`src/rtl/stable_tx_pkg.sv`:
```
// Shared types and width helpers for the stable_tx bit-serial transmitter.
// Latency: n/a (declarations only).
// Backpressure: n/a.
package stable_tx_pkg;

  // Frame-sequencing states, 2-bit encoding
  typedef enum logic [1:0] {
    ST_IDLE  = 2'd0,
    ST_SETUP = 2'd1,
    ST_HOLD  = 2'd2,
    ST_DONE  = 2'd3
  } state_t;

  localparam int WIDTH_DEF = 8;
  localparam int HOLD_DEF  = 3;

  // Bit index width: enough to count 0..WIDTH-1
  function automatic int idx_w(input int width);
    return (width > 1) ? $clog2(width) : 1;
  endfunction

  // Hold counter width: one extra bit so HOLD=1 still yields a 1-bit counter
  function automatic int hcnt_w(input int hold);
    return $clog2(hold) + 1;
  endfunction

  localparam int IDX_W_DEF  = idx_w(WIDTH_DEF);
  localparam int HCNT_W_DEF = hcnt_w(HOLD_DEF);

endpackage

```
`src/rtl/stable_tx_if.sv`:
```
// Operand/strobe inputs and serial line/status outputs of stable_tx.
// Latency: n/a (wiring only).
// Backpressure: none; LOAD is simply ignored while a frame is busy.
interface stable_tx_if
  import stable_tx_pkg::*;
#(
  parameter int WIDTH = WIDTH_DEF
) ();

  logic [WIDTH-1:0] D;
  logic             LOAD;
  logic             O;
  logic             E;
  logic             BUSY;
  logic             DONE;

  // Master issues operands and watches the line; slave is the transmitter
  modport master (output D, LOAD, input O, E, BUSY, DONE);
  modport slave  (input D, LOAD, output O, E, BUSY, DONE);

endinterface

```
`src/rtl/stable_tx_shreg.sv`:
```
// WIDTH-bit parallel-load shift-right register; LSB is the serial bit.
// Latency: LSB reflects DIN[0] one cycle after LD, next bit one cycle after SH.
// Backpressure: none; LD wins over SH, RST wins over both.
module stable_tx_shreg
  import stable_tx_pkg::*;
#(
  parameter int WIDTH = WIDTH_DEF
) (
  input  logic             CLK,
  input  logic             RST,
  input  logic             LD,
  input  logic             SH,
  input  logic [WIDTH-1:0] DIN,
  output logic             LSB
);

  logic [WIDTH-1:0] sr_q;
  logic [WIDTH-1:0] sr_d;

  // Next contents: load beats shift, zero fill from the top
  always_comb begin
    sr_d = sr_q;
    if (LD) begin
      sr_d = DIN;
    end else if (SH) begin
      sr_d = {1'b0, sr_q[WIDTH-1:1]};
    end
  end

  // Register with synchronous clear
  always_ff @(posedge CLK) begin
    if (RST) begin
      sr_q <= '0;
    end else begin
      sr_q <= sr_d;
    end
  end

  // The LSB flop doubles as the registered line driver: it only changes on
  // edges that enter SETUP (load or shift) and holds after the last bit.
  assign LSB = sr_q[0];

endmodule

```
`src/rtl/stable_tx.sv`:
```
// Serialises a WIDTH-bit operand LSB first: 1 setup cycle (E=0) + HOLD stable cycles (E=1) per bit.
// Latency: first bit on O one cycle after accepted LOAD; DONE at WIDTH*(HOLD+1)+1.
// Backpressure: LOAD accepted only in IDLE; otherwise dropped, never queued.
module stable_tx
  import stable_tx_pkg::*;
#(
  parameter int WIDTH = WIDTH_DEF,
  parameter int HOLD  = HOLD_DEF
) (
  input logic        CLK,
  input logic        RST,
  stable_tx_if.slave bus
);

  localparam int IDX_W  = idx_w(WIDTH);
  localparam int HCNT_W = hcnt_w(HOLD);

  localparam logic [IDX_W-1:0]  IDX_LAST  = IDX_W'(WIDTH - 1);
  localparam logic [HCNT_W-1:0] HCNT_LAST = HCNT_W'(HOLD - 1);

  state_t              state_q, state_d;
  logic [IDX_W-1:0]    idx_q, idx_d;
  logic [HCNT_W-1:0]   hcnt_q, hcnt_d;
  logic                e_q, e_d;
  logic                busy_q, busy_d;
  logic                done_q, done_d;
  logic                sr_ld;
  logic                sr_sh;
  logic                line;

  stable_tx_shreg #(
    .WIDTH (WIDTH)
  ) u_shreg (
    .CLK (CLK),
    .RST (RST),
    .LD  (sr_ld),
    .SH  (sr_sh),
    .DIN (bus.D),
    .LSB (line)
  );

  // Next state, counters and shift-register controls
  always_comb begin
    state_d = state_q;
    idx_d   = idx_q;
    hcnt_d  = hcnt_q;
    sr_ld   = 1'b0;
    sr_sh   = 1'b0;
    case (state_q)
      ST_IDLE: begin
        if (bus.LOAD) begin
          state_d = ST_SETUP;
          sr_ld   = 1'b1;
          idx_d   = '0;
          hcnt_d  = '0;
        end
      end
      ST_SETUP: begin
        state_d = ST_HOLD;
        hcnt_d  = '0;
      end
      ST_HOLD: begin
        if (hcnt_q == HCNT_LAST) begin
          if (idx_q == IDX_LAST) begin
            state_d = ST_DONE;
          end else begin
            state_d = ST_SETUP;
            idx_d   = idx_q + 1'b1;
            sr_sh   = 1'b1;
          end
        end else begin
          hcnt_d = hcnt_q + 1'b1;
        end
      end
      ST_DONE: begin
        state_d = ST_IDLE;
      end
      default: begin
        state_d = ST_IDLE;
      end
    endcase
  end

  // Outputs are decoded from the next state so they register alongside it
  always_comb begin
    e_d    = (state_d == ST_HOLD);
    busy_d = (state_d != ST_IDLE);
    done_d = (state_d == ST_DONE);
  end

  // State register
  always_ff @(posedge CLK) begin
    if (RST) begin
      state_q <= ST_IDLE;
    end else begin
      state_q <= state_d;
    end
  end

  // Counters and registered status outputs
  always_ff @(posedge CLK) begin
    if (RST) begin
      idx_q  <= '0;
      hcnt_q <= '0;
      e_q    <= 1'b0;
      busy_q <= 1'b0;
      done_q <= 1'b0;
    end else begin
      idx_q  <= idx_d;
      hcnt_q <= hcnt_d;
      e_q    <= e_d;
      busy_q <= busy_d;
      done_q <= done_d;
    end
  end

  assign bus.O    = line;
  assign bus.E    = e_q;
  assign bus.BUSY = busy_q;
  assign bus.DONE = done_q;

endmodule

```
`src/flat_wrapper.sv`:
```
// flat-port wrapper written by rule: the top's interface ports become plain ports
module stable_tx_flat import stable_tx_pkg::*;
#(
  parameter int WIDTH = WIDTH_DEF,
  parameter int HOLD  = HOLD_DEF
)
  (CLK, RST, bus_D, bus_LOAD, bus_O, bus_E, bus_BUSY, bus_DONE);
  stable_tx_if #(.WIDTH(WIDTH)) bus_i ();
  input logic CLK;
  input logic RST;
  input wire logic [$bits(bus_i.D)-1:0] bus_D;
  input wire logic [$bits(bus_i.LOAD)-1:0] bus_LOAD;
  output wire logic [$bits(bus_i.O)-1:0] bus_O;
  output wire logic [$bits(bus_i.E)-1:0] bus_E;
  output wire logic [$bits(bus_i.BUSY)-1:0] bus_BUSY;
  output wire logic [$bits(bus_i.DONE)-1:0] bus_DONE;
  assign bus_i.D = bus_D;
  assign bus_i.LOAD = bus_LOAD;
  assign bus_O = bus_i.O;
  assign bus_E = bus_i.E;
  assign bus_BUSY = bus_i.BUSY;
  assign bus_DONE = bus_i.DONE;
  stable_tx #(.WIDTH(WIDTH), .HOLD(HOLD)) u_core (.CLK(CLK), .RST(RST), .bus(bus_i));
endmodule
```
`config.mk`:
```
export PLATFORM = sky130hd
export DESIGN_NAME = stable_tx_flat
export DESIGN_NICKNAME = d
export VERILOG_FILES = /design/src/rtl/stable_tx_pkg.sv /design/src/rtl/stable_tx_if.sv /design/src/rtl/stable_tx_shreg.sv /design/src/rtl/stable_tx.sv /design/src/flat_wrapper.sv
export SDC_FILE = /design/constraint.sdc
export NUM_CORES = 1
export LEC_CHECK = 0
export BUFFER_PORTS_ARGS = -buffer_cell sky130_fd_sc_hd__buf_2
export CAP_MARGIN = 20
export CORE_UTILIZATION = 51
export CTS_BUF_LIST = sky130_fd_sc_hd__clkbuf_2 sky130_fd_sc_hd__clkbuf_4 sky130_fd_sc_hd__clkbuf_8
export CTS_CLUSTER_DIAMETER = 100
export CTS_CLUSTER_SIZE = 28
export DETAILED_ROUTE_END_ITERATION = 8
export GPL_TIMING_DRIVEN = 0
export PLACE_DENSITY = 0.83
export SYNTH_ARGS = -nofsm -noshare
export SYNTH_HDL_FRONTEND = slang
export SYNTH_HIERARCHICAL = 1
export SYNTH_SLANG_ARGS = --single-unit
```
`constraint.sdc`:
```
create_clock -name CLK -period 1.4 [get_ports CLK]
set_clock_uncertainty 0.05 [all_clocks]
set_input_delay 0.14 -clock CLK [delete_from_list [all_inputs] [get_ports CLK]]
set_output_delay 0.14 -clock CLK [all_outputs]
set_load 0.01 [all_outputs]
```
==> results.ini, run 1 <==
[cells_and_area]
antennaDiodeCount=0
fin_cells=128
syn2layout_area_growth_pct=31.03
drive_above_1_share=0.4464
nets=128

[clocking]
cts-root-buf=clkbuf_4
clk_transition_reported_paths_ns=0.11
cts_tree=built
h-tree-depth=1
cts_num_sinks=19
cts_buffers=3
clk_latency_ns=0.30
clk_path_buf_depth=2

[placed_design]
post-dp-hpwl_mm=1.218
dp.cells=117
gp_congestion=0.7643
portBuffers=14

[synth]
ys_seq_elements=19
syn_area_sq_um=903.4
syn_nets=102
syn_area_per_cell_sq_um=10.38
synth_area_leaders=dfxtp_1 (42%), mux2i_1 (8.9%), nor2b_1 (6.2%)
synth_adder_area_share=0.05540
synth-xor-area-share=0
synth_common_cells=dfxtp_1 (19), nor2b_1 (9), mux2i_1 (8)
yosysTopAreaCell=dfxtp_1
synth_top_family_by_area=simple AND/OR/NAND/NOR gates
synth_compound_area_frac=0.1745
yosysWarnings=6
synth-simple-area-share=0.2036
synth_mux_area_frac=0.1053
synth-main-ff-cell=dfxtp_1
yosys.cell_types.count=31
postSynthCellCount=87
synth_edf_count=0
synthMostInstantiatedCell=dfxtp_1
async_flop_share=0
yosysSeqAreaShare=0.4211
yosys.area.top_type_share=0.4211

[critical_path]
path_max_fanout=8
cp_num_buf_inv=2
crit_type=reg -> reg
required_ns=1.54
worst_path_largest_cell_delay_ns=0.35
critPathSlowestCell=dfxtp_2
startpoint=u_core/hcnt_q[0]$_SDFFE_PP0P_
reg2reg_from=u_core/hcnt_q[0]$_SDFFE_PP0P_
endpoint_kind=flop
crit_path_cell_trace=inv_2, ha_4, nand2b_4, nor3_4, buf_12, mux2i_1, a211oi_2
crit_family=flip-flops
cp-start-kind=flop
arrival_ns=1.67

[routing]
vias_per_cell=5.781
routed_wl_mm=1.852
wl_per_cell_um=14.47
vias=740
ant_nets=0
drt_iter0_drc=13
drcViolationCount=0
drt_pass1_iterations=4

[floorplanning]
die_w_um=44.09
core_area_sq_um=1577
start_util=0.5730
dieHeight_um=44.09
die_area_sq_um=1943
pin_count=15
placementRows=14

[timing]
setup-tns-final_ns=-0.8450
relSlewSlack=0.7447
grt_setup_unrepaired=yes
worst_pin_slew_ns=0.3798
finalMaxSlewViolations=0
max_freq_ghz=0.6538
finalSetupViolCount=11
min_period_over_period=1.093
worst_slack_ns=-0.1296
hold_viol_final=0
fin_crit_ns=1.530

[power_and_ir_drop]
p_int_mw=0.7590
power.density_nw_per_um2=866.4
switchingPower_mw=0.2665
vdd.ir_drop.worst_v=0.0007527
p_seq_frac=0.584
swShare=0.2599
p_comb_frac=0.152
power.static_leakage_nw=0.4565
p_clk_frac=0.264

[min_path]
hp-start=bus_D[7]
hp-class=in -> reg

[outcome]
violations=setup timing
status=finished with violations

[grt]
grt_pass1_wl_mm=3.153
grt_max_degree=12
grt_util_all_layers=0.2182
antenna_found_initial=0
overflow=0
first_global_vias=685

[run]
drv.max_cap_violation_count=0

-- kinds of logic after synthesis --
logic type | after synthesis
AND/OR/NAND/NOR | 28
buffers and inverters | 5
flip-flops | 19
adder cells (fa/ha/maj) | 4
multiplexers | 9
AO/OA/AOI/OAI | 22
-- final cells by class --
class	instances	area, sq um
Buffer	2	17.52
Clock inverter	1	5.005
Tap cell	16	20.02
Fill cell	105	392.9
Multi-Input combinational cell	63	580.6
Clock buffer	3	22.52
Inverter	2	7.507
Sequential cell	19	387.9
Timing Repair Buffer	22	142.6
-- sequential cells by signal (all words and copies together), names as in the netlist --
name and count:
u_core/u_shreg/sr_q 8, u_core/hcnt_q 3, u_core/idx_q 3, u_core/state_q 2, u_core/bus.BUSY 1, u_core/bus.DONE 1, u_core/bus.E 1
-- power groups by stage --
stage                     registers, mW  clock network, mW  logic, mW
final                             0.599              0.271      0.156
after global routing              0.604              0.316      0.173
after CTS                         0.597              0.277      0.145
after detailed placement          0.607                  0      0.132
after global placement            0.605                  0      0.128
after floorplan                   0.605                  0     0.0896
-- timing repair --
item                       CTS  global route
setup endpoints to repair   11            11
cloned                       0             0
pin swaps                   11             5
hold endpoints to repair     0             0
setup buffers                4             4
gates resized for setup      8             5
hold buffers                 0             0
-- cells in the final DEF (no fill, tap or decap), drive strengths merged --
cell	n
buf	22
dfxtp	19
nor2b	9
mux2i	8
a21oi	7
a211oi	7
clkbuf	4
ha	4
nand2	3
nor3	3
nand2b	3
and2b	2
a22o	2
o211ai	2
inv	2
clkinv	1
o21ai	1
and4bb	1
or2b	1
o31ai	1
nor4	1
nor2	1
nand3b	1
o21bai	1
nor3b	1
a211o	1
nand3	1
mux2	1
clkdlybuf4s18	1
or3b	1
-- worst reg2reg max path, stage by stage, from the launching register on --
cell,delay (ns)
dfxtp_2,0.35
inv_2,0.07
ha_4,0.17
nand2b_4,0.08
nor3_4,0.23
buf_12,0.16
mux2i_1,0.22
a211oi_2,0.09
-- stage by stage --
| stage | hold slack (ns) | utilization | worst slack [ns] | area (sq um) | power, mW |
|---|---|---|---|---|---|
| after floorplan | 0.2346 | - | 0.005202 | 955.9 | 0.6950 |
| after global placement | 0.3509 | 0.6635 | -0.3464 | 1046 | 0.7331 |
| after detailed placement | 0.3591 | 0.6635 | -0.3633 | 1046 | 0.7391 |
| after CTS | 0.03865 | 0.7175 | -0.08435 | 1131 | 1.019 |
| after global routing | 0.04178 | 0.7508 | -0.1898 | 1184 | 1.093 |
| final | 0.04809 | 0.7508 | -0.1296 | 1184 | 1.026 |
-- path summary, 6_finish.rpt --
check                                        end  slack (ns)  depth (start not counted)
max          u_core/u_shreg/sr_q[1]$_SDFFE_PP0P_       -0.13                          7
min          u_core/u_shreg/sr_q[7]$_SDFFE_PP0P_        0.05                          3
max reg2reg  u_core/u_shreg/sr_q[1]$_SDFFE_PP0P_       -0.13                          7
min reg2reg         u_core/state_q[0]$_SDFF_PP0_        0.47                          1
-- metal layers --
layer,global-route usage,vias to the layer above,wire [um]
met3,0.06122,2,78
met2,0.3471,15,908
li1,-,370,-
met5,0,-,0
met1,0.2926,353,847
met4,0.05455,0,18
(Power assumes the default switching activity.)
==> run 2, diff against run 1 <==
Settings changed: CELL_PAD_IN_SITES_DETAIL_PLACEMENT set to 1, CELL_PAD_IN_SITES_GLOBAL_PLACEMENT set to 2, CORE_ASPECT_RATIO set to 1.5, CORE_UTILIZATION 51 to 32, PLACE_DENSITY 0.83 to 0.82.
==> run 2 against run 1 <==
  * The run still ends with setup timing left
  * Final cell count rose by 15%
  * Critical path depth fell by 1
  * Hold slack improved by 0.049 ns
  * Fmax rose by 1.9%
  * Sequential share of layout area fell by 0.83 points
  * Cell area rose by 3.3%
  * Core utilization fell by 29 points
  * Global-route usage fell by 6.6 points
  * Clock-buffer cell count rose by 1
  * Flip-flop and latch count did not move
  * Clock power rose by 42%
  * Setup slack improved by 0.028 ns
  * Critical path type unchanged
  * Highest routed layer unchanged
==> results.ini, run 2 (synthesized netlist as in run 1, its figures left out) <==
[clocking]
clk_transition_reported_paths_ns=0.07  ; -0.04 ns
clk_latency_ns=0.25  ; -0.05 ns
cts_num_sinks=19  ; unchanged
clk_path_buf_depth=2  ; unchanged
h-tree-depth=1  ; unchanged
cts_tree=built
cts_buffers=3  ; unchanged
cts-root-buf=clkbuf_8
postCtsHoldBufs=0  ; unchanged

[cells_and_area]
final_util=0.4568  ; -0.2940
reg.largest.list=u_core/u_shreg/sr_q x8, u_core/hcnt_q x3, u_core/idx_q x3
layout_commonest_cell=buf_2
antennaDiodeCount=0  ; unchanged
stdcell_area_sq_um=1222  ; +3.3%
seqCellArea_sq_um=390.4  ; +0.65%
drive_above_1_share=0.4364  ; -0.01006
fill_cells=303  ; +190%
final_cell_mix=buf_2 (14), dfxtp_1 (13), mux2i_1 (7), nor2b_1 (7), a211oi_1 (6)
top_register=u_core/u_shreg/sr_q
nets=126  ; -1.6%
syn2layout_area_growth_pct=35.32
largest_reg_flops=8  ; unchanged
multi_input_area_sq_um=584.3  ; +0.65%

[grt]
top_usage_layer=met2
grt_max_degree=11  ; -1
use_met1=0.1692  ; -0.1235
first_global_vias=749  ; +9.3%
grt_pass1_wl_mm=3.339  ; +5.9%
grt_util_met3=0.03252  ; -0.02870
overflow=0  ; unchanged
grt_util_all_layers=0.1526  ; -0.06553
antenna_found_initial=0  ; unchanged
use_met2=0.2625  ; -0.08456

[timing]
setup-tns-final_ns=-0.7649  ; +0.08019 ns
finalMaxSlewViolations=0  ; unchanged
worst_pin_slew_ns=0.3820  ; +0.002218 ns
hold_viol_final=0  ; unchanged
min_period_over_period=1.073  ; -0.01986
relSlewSlack=0.7432  ; -0.001490
finalSetupViolCount=11  ; unchanged
fin_crit_ns=1.502  ; -0.02781 ns
worst_slack_ns=-0.1018  ; +0.02781 ns
max_freq_ghz=0.6659  ; +1.9%
grt_setup_unrepaired=yes

[outcome]
status=finished with violations
violations=setup timing

[critical_path]
required_ns=1.48  ; -0.06 ns
arrival_ns=1.58  ; -0.09 ns
path_max_fanout=8  ; unchanged
crit_top_cell=ha_4
endpoint_kind=flop
reg2reg_to=u_core/u_shreg/sr_q[3]$_SDFFE_PP0P_
critPathSlowestCell=dfxtp_2
crit_path_cell_trace=ha_4, ha_4, nor3_4, buf_12, mux2i_2, a211oi_2
r2r_slack_ns=-0.10  ; +0.03 ns
reg2reg_depth=6  ; -1
reg2reg_from=u_core/idx_q[0]$_SDFFE_PP0P_
crit_type=reg -> reg
worst_path_largest_cell_delay_ns=0.34  ; about the same
cp-start-kind=flop

[floorplanning]
start_util=0.3375  ; -0.2355
dieHeight_um=67.08  ; +52%
die_area_sq_um=3044  ; +57%
die_w_um=45.38  ; +2.9%
placementRows=23  ; +9
pin_count=15  ; unchanged
core_area_sq_um=2676  ; +70%

[min_path]
hp-class=in -> reg
worst_hold_path.endpoint=u_core/u_shreg/sr_q[7]$_SDFFE_PP0P_
hold_path_depth=3  ; unchanged
hp-start=bus_D[7]

[placed_design]
dp_slack_ns=-0.3977  ; -0.03444 ns
gp_congestion=0.7336  ; -4.0%
postPlaceCellArea_sq_um=1072  ; +2.5%
portBuffers=14  ; unchanged
post-dp-hpwl_mm=1.421  ; +17%

[power_and_ir_drop]
power.density_nw_per_um2=934.4  ; +7.8%
p_clk_frac=0.336  ; +0.072
swShare=0.2337  ; -0.02620
power.static_leakage_nw=0.4579  ; +0.30%
switchingPower_mw=0.2669  ; +0.15%
vdd.ir_drop.worst_v=0.0005092  ; -32%
p_seq_frac=0.525  ; -0.059
p_comb_frac=0.139  ; -0.013
p_int_mw=0.8753  ; +15%

[routing]
wl_per_cell_um=13.67  ; -5.5%
vias_per_cell=5.027  ; -13%
drt_iter0_drc=3  ; -10
drt_pass1_iterations=2  ; -2
vias=739  ; -0.14%
drcViolationCount=0  ; unchanged
routed_wl_mm=2.009  ; +8.5%
ant_nets=0  ; unchanged

[run]
drv.max_cap_violation_count=0  ; unchanged

run 2: cell types whose count changed in the layout (fill, tap and decap cells not counted), sizes merged:
| cell | delta |
|---|---|
| buf | -2 |
| clkbuf | +1 |
| clkinv | -1 |
run 2: area by class of cell:
cell class,count,area share
multi-input cells,63,0.4780
flip-flops and latches,19,0.3193
repair buffers,20,0.1044
clock buffers,4,0.03992
well taps,37,0.03787
plain buffers,2,0.01433
inverters,2,0.006141
run 2: what timing repair did:
item	CTS	global route
endpoints found under the hold margin	0	0
buffers inserted	6	1
pin swaps	11	7
resized for setup	9	6
endpoints found under the setup margin	11	11
run 2: how the worst max path moves through the flow:
stage / start / end / slack [ns] / depth (start not counted)
finish: u_core/idx_q[0]$_SDFFE_PP0P_ / u_core/u_shreg/sr_q[3]$_SDFFE_PP0P_ / -0.10 / 6
global route: u_core/idx_q[1]$_SDFFE_PP0P_ / u_core/u_shreg/sr_q[6]$_SDFFE_PP0P_ / -0.16 / 6
CTS: u_core/idx_q[1]$_SDFFE_PP0P_ / u_core/u_shreg/sr_q[6]$_SDFFE_PP0P_ / -0.09 / 6
detailed placement: u_core/state_q[1]$_SDFF_PP0_ / u_core/u_shreg/sr_q[6]$_SDFFE_PP0P_ / -0.40 / 4
global placement: u_core/state_q[1]$_SDFF_PP0_ / u_core/u_shreg/sr_q[1]$_SDFFE_PP0P_ / -0.35 / 4
floorplan: u_core/idx_q[0]$_SDFFE_PP0P_ / u_core/idx_q[0]$_SDFFE_PP0P_ / 0.005 / 5
run 2: layer usage:
| layer | wire (um) | part of all wire |
|---|---|---|
| met5 | 0 | 0 |
| met4 | 24 | 0.012 |
| met3 | 44 | 0.022 |
| met1 | 825 | 0.41 |
| met2 | 1114 | 0.55 |
run 2: power by group through the flow:
stage / combinational (mW) / clock (mW) / sequential (mW)
detailed placement: 0.135 / 0 / 0.608
finish: 0.159 / 0.384 / 0.600
floorplan: 0.0896 / 0 / 0.605
global route: 0.177 / 0.421 / 0.603
CTS: 0.154 / 0.396 / 0.598
global placement: 0.131 / 0 / 0.606
run 2: stage by stage:
stage               std cells  total power, mW  hold slack (ns)
global route              147            1.201           0.1032
finish                    147            1.142          0.09714
floorplan                  87           0.6950           0.2346
detailed placement        138           0.7427           0.3632
global placement          138           0.7376           0.3609
CTS                       147            1.149           0.1045
run 2: critical path: cells and delay by family, from the launching register on:
family / cells / cell delay (ns)
flip-flops: 1 / 0.34
adder cells (fa/ha/maj): 2 / 0.34
AND/OR/NAND/NOR: 1 / 0.21
multiplexers: 1 / 0.21
buffers and inverters: 1 / 0.16
AO/OA/AOI/OAI: 1 / 0.09
==> run 3, diff against run 2 <==
Settings changed: CELL_PAD_IN_SITES_DETAIL_PLACEMENT 1 to 0, CELL_PAD_IN_SITES_GLOBAL_PLACEMENT 2 to 1, CORE_UTILIZATION 32 to 40, PLACE_DENSITY 0.82 to 0.84.
==> run 3 against run 2 <==
  * The run still ends with setup timing left
  * Clock power shrank 27%
  * Sequential power about the same
  * Hold slack lost 0.039 ns
  * Via count down 2.4%
  * First-iteration DRC count rose to 2.7 times the previous value
  * Flip-flop and latch count stayed put
  * Non-clock buffer count grew 4
  * Total power shrank 8.7%
==> results.ini, run 3 (synthesized netlist as in run 1, its figures left out) <==
[routing]
vias_per_cell=5.301  ; +5.5%
drt_pass1_iterations=2  ; unchanged
vias=721  ; -2.4%
wl_per_cell_um=13.27  ; -2.9%
drcViolationCount=0  ; unchanged
routed_wl_mm=1.805  ; -10%
ant_nets=0  ; unchanged
drt_iter0_drc=8  ; +5

[cells_and_area]
reg.largest.list=u_core/u_shreg/sr_q x8, u_core/hcnt_q x3, u_core/idx_q x3
nets=130  ; +3.2%
largest_reg_flops=8  ; unchanged
final_cell_mix=buf_2 (14), dfxtp_1 (13), buf_4 (9), mux2i_1 (8)
top_register=u_core/u_shreg/sr_q
fill_cells=191  ; -37%
fin_cells=136  ; -7.5%
syn2layout_area_growth_pct=32.13
stdcell_area_sq_um=1194  ; -2.4%
antennaDiodeCount=0  ; unchanged
layout_commonest_cell=buf_2
drive_above_1_share=0.4298  ; -0.006539

[timing]
grt_setup_unrepaired=yes
relSlewSlack=0.7711  ; +0.02791
min_period_over_period=1.048  ; -0.02518
finalMaxSlewViolations=0  ; unchanged
fin_crit_ns=1.467  ; -0.03525 ns
worst_pin_slew_ns=0.3405  ; -0.04152 ns
hold_viol_final=0  ; unchanged
finalSetupViolCount=9  ; -2
worst_slack_ns=-0.06652  ; +0.03525 ns
max_freq_ghz=0.6819  ; +2.4%

[floorplanning]
dieHeight_um=60.21  ; -10%
die_w_um=40.80  ; -10%
placementRows=20  ; -13%
start_util=0.4349  ; +0.09740
die_area_sq_um=2456  ; -19%
pin_count=15  ; unchanged
core_area_sq_um=2077  ; -22%

[placed_design]
dp.cells=123  ; -11%
dp_slack_ns=-0.4425  ; -0.04477 ns
post-dp-hpwl_mm=1.294  ; -8.9%
portBuffers=14  ; unchanged
postPlaceCellArea_sq_um=1054  ; -1.8%
gp_congestion=0.7312  ; -0.33%

[critical_path]
required_ns=1.53  ; +0.05 ns
arrival_ns=1.59  ; about the same
reg2reg_from=u_core/idx_q[0]$_SDFFE_PP0P_
crit_path_cell_trace=ha_4, ha_4, and4bb_1, o31ai_4, mux2_4
cp_num_buf_inv=0  ; -1
cp-start-kind=flop
worst_path_largest_cell_delay_ns=0.35  ; about the same
crit_type=reg -> reg
path_max_fanout=4  ; -4
critPathSlowestCell=dfxtp_2
startpoint=u_core/idx_q[0]$_SDFFE_PP0P_
crit_family=flip-flops
crit_top_cell=ha_4
endpoint_kind=flop

[clocking]
h-tree-depth=1  ; unchanged
clk_path_buf_depth=2  ; unchanged
postCtsHoldBufs=0  ; unchanged
cts_tree=built
cts_buffers=3  ; unchanged
clk_latency_ns=0.28  ; +0.03 ns
clk_transition_reported_paths_ns=0.10  ; +0.03 ns
cts-root-buf=clkbuf_4
cts_num_sinks=19  ; unchanged

[power_and_ir_drop]
vdd.ir_drop.worst_v=0.0005116  ; +0.47%
power.density_nw_per_um2=874.0  ; -6.5%
power.total_mw=1.043  ; -8.7%
power.static_leakage_nw=0.4696  ; +2.6%

[run]
drv.max_cap_violation_count=0  ; unchanged

[min_path]
hp-start=bus_D[7]
hp-class=in -> reg

[grt]
grt_pass1_wl_mm=3.008  ; -9.9%
first_global_vias=740  ; -1.2%
grt_max_degree=11  ; unchanged
antenna_found_initial=0  ; unchanged
grt_util_all_layers=0.1758  ; +0.02321
overflow=0  ; unchanged

[outcome]
status=finished with violations
violations=setup timing

[run 3: changes by cell type in the layout (fill, tap and decap cells not counted), sizes merged]
cell,delta
buf,+4
[run 3: report_power, final]
part	total [mW]	internal, mW	switching (mW)
clock network	0.282	0.130	0.152
logic	0.163	0.0866	0.0768
registers	0.597	0.573	0.0244
[run 3: tightest hold or removal path: cells and delay by family]
kind                   cells  cell delay [ns]
AND/OR/NAND/NOR            1             0.06
AO/OA/AOI/OAI              1             0.06
buffers and inverters      1             0.09
[run 3: final cells by class]
class	instances	area, sq um	area share
Multi-Input combinational cell	63	571.8	0.4790
Inverter	2	7.507	0.006289
Buffer	3	28.78	0.02411
Sequential cell	19	390.4	0.3270
Timing Repair Buffer	23	137.6	0.1153
Tap cell	22	27.53	0.02306
Clock buffer	4	30.03	0.02516
[run 3: metrics by stage]
stage / util / hold WS [ns] / setup TNS, ns
2_1_floorplan: - / 0.2346 / 0
3_3_place_gp: 0.5072 / 0.3521 / -2.832
3_5_place_dp: 0.5072 / 0.3570 / -3.440
4_1_cts: 0.5542 / 0.04309 / -0.6804
5_1_grt: 0.5747 / 0.04778 / -1.029
6_report: 0.5747 / 0.05805 / -0.2232
[run 3: final timing paths]
| check | depth (start not counted) | slack, ns | to |
|---|---|---|---|
| max | 5 | -0.07 | u_core/idx_q[0]$_SDFFE_PP0P_ |
| min | 3 | 0.06 | u_core/u_shreg/sr_q[7]$_SDFFE_PP0P_ |
| max reg2reg | 5 | -0.07 | u_core/idx_q[0]$_SDFFE_PP0P_ |
| min reg2reg | 1 | 0.45 | u_core/state_q[0]$_SDFF_PP0_ |
[run 3: repair_timing]
| action | CTS | global route |
|---|---|---|
| gates resized for setup | 7 | 5 |
| pin swaps | 10 | 5 |
| setup buffers | 6 | 3 |
| endpoints found under the setup margin | 11 | 11 |
[run 3: layer usage]
metal | share of wire | up-vias | track usage
li1 | - | 370 | -
met1 | 0.41 | 338 | 0.1904
met2 | 0.55 | 11 | 0.3103
met3 | 0.031 | 2 | 0.02230
met4 | 0.011 | 0 | 0.08571
met5 | 0 | - | 0
